[config.mk]
export PLATFORM = sky130hd
export DESIGN_NAME = inst_encoder
export DESIGN_NICKNAME = d
export VERILOG_FILES = /design/src/rtl/inst_encoder.sv
export SDC_FILE = /design/constraint.sdc
export NUM_CORES = 1
export LEC_CHECK = 0
export BUFFER_PORTS_ARGS = -buffer_cell sky130_fd_sc_hd__buf_4
export CORE_MARGIN = 4
export CORE_UTILIZATION = 56
export CTS_BUF_LIST = sky130_fd_sc_hd__clkbuf_4 sky130_fd_sc_hd__clkbuf_8 sky130_fd_sc_hd__clkbuf_16
export CTS_CLUSTER_DIAMETER = 120
export DETAILED_ROUTE_END_ITERATION = 6
export GPL_TIMING_DRIVEN = 0
export PLACE_DENSITY = 0.8
export RECOVER_POWER = 100
export SETUP_SLACK_MARGIN = 0.05
export SYNTH_ARGS = -nofsm -noshare
export SYNTH_HDL_FRONTEND = slang
export SYNTH_SLANG_ARGS = --single-unit
export TNS_END_PERCENT = 30
[constraint.sdc]
create_clock -name clk -period 9.5 [get_ports clk]
set_input_delay 0.95 -clock clk [delete_from_list [all_inputs] [get_ports clk]]
set_output_delay 0.95 -clock clk [all_outputs]
set_load 0.01 [all_outputs]
[src/rtl/inst_encoder.sv]
// Packs decoded R/I/S/B fields into 32-bit RV64I words; out-of-range immediates are dropped and flagged.
// Latency 1 cycle accept->output; in_ready drops when the registered FIFO count is full, with no same-cycle pop bypass.

module inst_encoder_fifo #(
    parameter int W     = 64,
    parameter int DEPTH = 2
) (
    input  logic                       clk,
    input  logic                       rst,
    input  logic                       i_push,
    input  logic [W-1:0]               i_push_dat,
    input  logic                       i_pop,
    output logic [W-1:0]               o_head_dat,
    output logic [$clog2(DEPTH):0]     o_count
);
    localparam int PW = $clog2(DEPTH);

    logic [W-1:0]  r_mem [DEPTH];
    logic [PW-1:0] r_wr_ptr;
    logic [PW-1:0] r_rd_ptr;
    logic [PW:0]   r_count;

    always_ff @(posedge clk) begin
        if (rst) begin
            r_wr_ptr <= '0;
            r_rd_ptr <= '0;
            r_count  <= '0;
        end else begin
            if (i_push) begin
                r_mem[r_wr_ptr] <= i_push_dat;
                r_wr_ptr        <= r_wr_ptr + 1'b1;
            end
            if (i_pop) begin
                r_rd_ptr <= r_rd_ptr + 1'b1;
            end
            case ({i_push, i_pop})
                2'b10:   r_count <= r_count + 1'b1;
                2'b01:   r_count <= r_count - 1'b1;
                default: r_count <= r_count;
            endcase
        end
    end

    assign o_head_dat = r_mem[r_rd_ptr];
    assign o_count    = r_count;
endmodule

module inst_encoder #(
    parameter int DATA_WIDTH = 64,
    parameter int ADDR_WIDTH = 32,
    parameter int BASE_ADDR  = 0,
    parameter int FIFO_DEPTH = 2
) (
    input  logic                  clk,
    input  logic                  rst,
    input  logic                  in_valid,
    output logic                  in_ready,
    input  logic [1:0]            in_fmt,
    input  logic [4:0]            in_rd,
    input  logic [4:0]            in_rs1,
    input  logic [4:0]            in_rs2,
    input  logic [2:0]            in_funct3,
    input  logic [6:0]            in_funct7,
    input  logic [DATA_WIDTH-1:0] in_imm,
    output logic                  out_valid,
    input  logic                  out_ready,
    output logic [31:0]           out_inst,
    output logic [ADDR_WIDTH-1:0] out_addr,
    output logic                  err,
    output logic [7:0]            err_count
);
    localparam int CW = $clog2(FIFO_DEPTH) + 1;
    localparam int EW = ADDR_WIDTH + 32;
    localparam logic [CW-1:0]         L_DEPTH = CW'(FIFO_DEPTH);
    localparam logic [ADDR_WIDTH-1:0] L_BASE  = ADDR_WIDTH'(BASE_ADDR);

    localparam logic [1:0] FMT_R = 2'b00;
    localparam logic [1:0] FMT_I = 2'b01;
    localparam logic [1:0] FMT_S = 2'b10;
    localparam logic [1:0] FMT_B = 2'b11;

    logic [ADDR_WIDTH-1:0] r_addr;
    logic [31:0]           r_last_inst;
    logic [ADDR_WIDTH-1:0] r_last_addr;
    logic                  r_err;
    logic [7:0]            r_err_count;

    logic [31:0]   w_inst;
    logic          w_imm_ok;
    logic          w_imm12_ok;
    logic          w_imm13_ok;
    logic          w_accept;
    logic          w_push;
    logic          w_pop;
    logic [CW-1:0] w_count;
    logic [EW-1:0] w_head;

    // A 12-bit (or 13-bit) signed value fits iff every bit above the sign position matches it.
    assign w_imm12_ok = (&in_imm[DATA_WIDTH-1:11]) | ~(|in_imm[DATA_WIDTH-1:11]);
    assign w_imm13_ok = ((&in_imm[DATA_WIDTH-1:12]) | ~(|in_imm[DATA_WIDTH-1:12])) & ~in_imm[0];

    always_comb begin
        w_inst   = '0;
        w_imm_ok = 1'b1;
        case (in_fmt)
            FMT_R: begin
                w_inst = {in_funct7, in_rs2, in_rs1, in_funct3, in_rd, 7'b0110011};
            end
            FMT_I: begin
                w_inst   = {in_imm[11:0], in_rs1, in_funct3, in_rd, 7'b0000011};
                w_imm_ok = w_imm12_ok;
            end
            FMT_S: begin
                w_inst   = {in_imm[11:5], in_rs2, in_rs1, in_funct3, in_imm[4:0], 7'b0100011};
                w_imm_ok = w_imm12_ok;
            end
            FMT_B: begin
                w_inst   = {in_imm[12], in_imm[10:5], in_rs2, in_rs1, in_funct3,
                            in_imm[4:1], in_imm[11], 7'b1100011};
                w_imm_ok = w_imm13_ok;
            end
            default: begin
                w_inst   = '0;
                w_imm_ok = 1'b1;
            end
        endcase
    end

    assign in_ready  = (w_count < L_DEPTH);
    assign out_valid = (w_count != '0);
    assign w_accept  = in_valid & in_ready;
    assign w_push    = w_accept & w_imm_ok;
    assign w_pop     = out_valid & out_ready;

    inst_encoder_fifo #(
        .W     (EW),
        .DEPTH (FIFO_DEPTH)
    ) u_fifo (
        .clk        (clk),
        .rst        (rst),
        .i_push     (w_push),
        .i_push_dat ({r_addr, w_inst}),
        .i_pop      (w_pop),
        .o_head_dat (w_head),
        .o_count    (w_count)
    );

    always_ff @(posedge clk) begin
        if (rst) begin
            r_addr      <= L_BASE;
            r_last_inst <= '0;
            r_last_addr <= L_BASE;
            r_err       <= 1'b0;
            r_err_count <= '0;
        end else begin
            if (w_push) begin
                r_addr <= r_addr + ADDR_WIDTH'(4);
            end
            // Remember the departing head so the outputs hold it once the FIFO drains.
            if (w_pop) begin
                r_last_inst <= w_head[31:0];
                r_last_addr <= w_head[EW-1:32];
            end
            r_err <= w_accept & ~w_imm_ok;
            if (w_accept && !w_imm_ok && r_err_count != 8'hFF) begin
                r_err_count <= r_err_count + 8'd1;
            end
        end
    end

    assign out_inst  = out_valid ? w_head[31:0]    : r_last_inst;
    assign out_addr  = out_valid ? w_head[EW-1:32] : r_last_addr;
    assign err       = r_err;
    assign err_count = r_err_count;
endmodule

==> flow_summary.toml <==
[floorplanning]
core_um2 = 16000
dieWidth_um = 136
initial_core_util_pct = 57.7
row_count = 46
fp.dieH_um = 136
num_io_pins = 170
die_area_um2 = 18600

[sta]
slew_viol_final = 0
finalCriticalPeriod_ns = 5.14
tns_ns = 0
tightest_slew_ns = 1.46
clock.fmax_mhz = 195
setup_viol_count_final = 0
fin_crit_sh_pct = 54.1
rsz0062_at_grt = "false"
finalHoldViolations = 0
slew_headroom_pct = 2.56
hold-worst-slack_ns = 0.480
finalClockSkew_ns = 0.0105

[pwr]
power.density_nw_per_um2 = 254
ir_worst_vdd_uv = 130
power_leakage_nw = 3.78

[hold_path]
hold_class = "reg -> reg"

[yosys]
synth_flop_cell = "edfxtp_1"
ys_warn_count = 0
syn_inst = 849
ys_ff_latch = 219
synth_top_cell_by_area = "edfxtp_1"
yosysSeqAreaShare_pct = 60.1
synthArstFlopShare_pct = 0
yosysMostFrequentCell = "nor2_1"
synth_area_leaders = "edfxtp_1, dfxtp_1, mux2i_1"
syn-mean-instance-area_um2 = 10.9
synth_common_cells = "nor2_1, edfxtp_1, dfxtp_1"
synth-edff-count = 116
yosysTopAreaCellShare_pct = 37.7
synthesis.area_um2 = 9230
synth.distinct_cells = 46

[global_route]
grt_overflow = 0
grt.total_usage_pct = 24.1
grt_pass1_wl_um = 36000
antenna_found_initial = 0
grt_pass1_vias = 7168
grt_max_degree = 15

[outcome]
outcome = "complete, no violations"

[detailed_routing]
vias_per_cell = 5.80
first_pass_iters = 7
drc = 0
wl_um = 22900
drt_iter0_markers = 542
vias = 7442
final_antenna_net_count = 0
wl_per_cell_um = 17.9

[clock_tree]
cts_tree = "built"
hold_buffers = 0
cts_buffers = 22
post-cts-setup-buffers = 0
clk_path_buf_depth = 3
clk_pin_slew_worst_paths_ns = 0.06
clock-sinks = 219
post_cts_resized = 0
cts_root_buf = "clkbuf_16"
htreeDepth = 1
clk_latency_ns = 0.50

[worst_setup_path]
endpoint_kind = "flip-flop"
start_kind = "primary input"
cp_data_arrival_time_ns = 5.27
cp_max_fo = 12
critPathRequiredTime_ns = 9.63
critPathKind = "in -> reg"

[cells_and_area]
antenna_cells = 0
regArea_um2 = 5550
nets = 1153
final_cell_area_um2 = 11200
synthToLayoutAreaGrowth_pct = 21.6
fin_util_pct = 70.1
layout-drive-gt1-share_pct = 13.7
multiInputGateArea_um2 = 3410
fillers = 1256

[placement]
portBuffers = 164
finalWeightedCongestion = 0.840
placed_cell_area_um2 = 10900
hpwl_um = 16200

[job]
drv_cap = 0
-- area by class of cell --
cell class | count | area share (%)
Tap cell | 216 | 2.41
Clock buffer | 31 | 5.89
Multi-Input combinational cell | 566 | 30.4
Timing Repair Buffer | 174 | 9.10
Buffer | 57 | 2.07
Sequential cell | 219 | 49.4
Inverter | 10 | 0.335
Clock inverter | 9 | 0.379
-- sequential cells by signal, summed over array words and instances, names as in the netlist, named ones only --
name and flops:
r_addr 30, err_count 8, u_fifo.r_mem 116, err 1, u_fifo.o_count 2, r_last_inst 29
r_last_addr 30, u_fifo.r_wr_ptr 1, u_fifo.r_rd_ptr 1
-- where the power goes --
part	leakage (nW)	switching, mW	internal (mW)	total (mW)
combinational	1.55	0.583	0.317	0.900
clock	0.355	0.342	0.484	0.827
sequential	1.88	0.0420	1.08	1.12
-- worst paths after layout --
path / cells after the start / start / slack, ns / to
worst max-delay path: 10 / in_fmt[1] / 4.36 / u_fifo.r_mem[1][44]
worst min-delay path: 2 / r_last_inst[1] / 0.48 / r_last_inst[1]
worst max register to register: 5 / u_fifo.o_count[1] / 5.63 / u_fifo.r_mem[1][44]
worst min register to register: 2 / r_last_inst[1] / 0.48 / r_last_inst[1]
-- critical path: stages --
cell	delay, ns
clkbuf_1	0.17
inv_1	0.21
ha_1	0.18
clkbuf_1	0.29
a41oi_1	0.08
a21oi_1	0.47
o31ai_1	0.39
nor3b_1	1.24
clkbuf_1	0.62
clkbuf_1	0.65
-- kinds of logic after synthesis --
group	count (synthesis)	share of synthesized area (%)
and+or+nand+nor	278	14.4
adders and majority gates	8	1.08
xor gates and xnor gates	8	0.759
DFF	219	60.1
buffers and inverters	67	2.94
AOI/OAI and AO/OA	205	13.8
other	1	0.0406
muxes	63	6.90
-- routing by layer --
| layer | routed length (um) | up-vias | global-route usage (%) |
|---|---|---|---|
| met3 | 1540 | 38 | 3.85 |
| met1 | 9590 | 3561 | 32.6 |
| met5 | 0 | - | 0 |
| met4 | 453 | 0 | 5.60 |
| met2 | 11300 | 290 | 40.9 |
| li1 | - | 3553 | - |
-- placed cells by master, fill, tap and decap left out, types with 5 or more instances in the layout --
cell / instances
clkbuf_1: 127
clkbuf_16: 23
inv_1: 10
a21oi_1: 88
or4_1: 9
buf_4: 94
clkbuf_4: 13
ha_1: 8
xor2_1: 5
a22o_1: 5
nand4_1: 20
nor3_1: 6
mux2i_1: 58
nor4_1: 16
clkinv_1: 5
nor2_1: 134
nand2_1: 33
nand3_1: 15
dfxtp_1: 103
a211oi_1: 58
edfxtp_1: 116
or3_1: 22
o21ai_0: 32
o31ai_1: 10
-- metrics by stage --
| step | cells | setup WS [ns] | power (mW) |
|---|---|---|---|
| after floorplan | 852 | 2.42 | 1.69 |
| after global placement | 1232 | -0.588 | 2.14 |
| after detailed placement | 1242 | 5.26 | 2.16 |
| after CTS | 1282 | 5.61 | 2.98 |
| after global routing | 1282 | 3.99 | 2.99 |
| final | 1282 | 4.36 | 2.85 |
No activity file was read; power rests on OpenSTA's default activity.
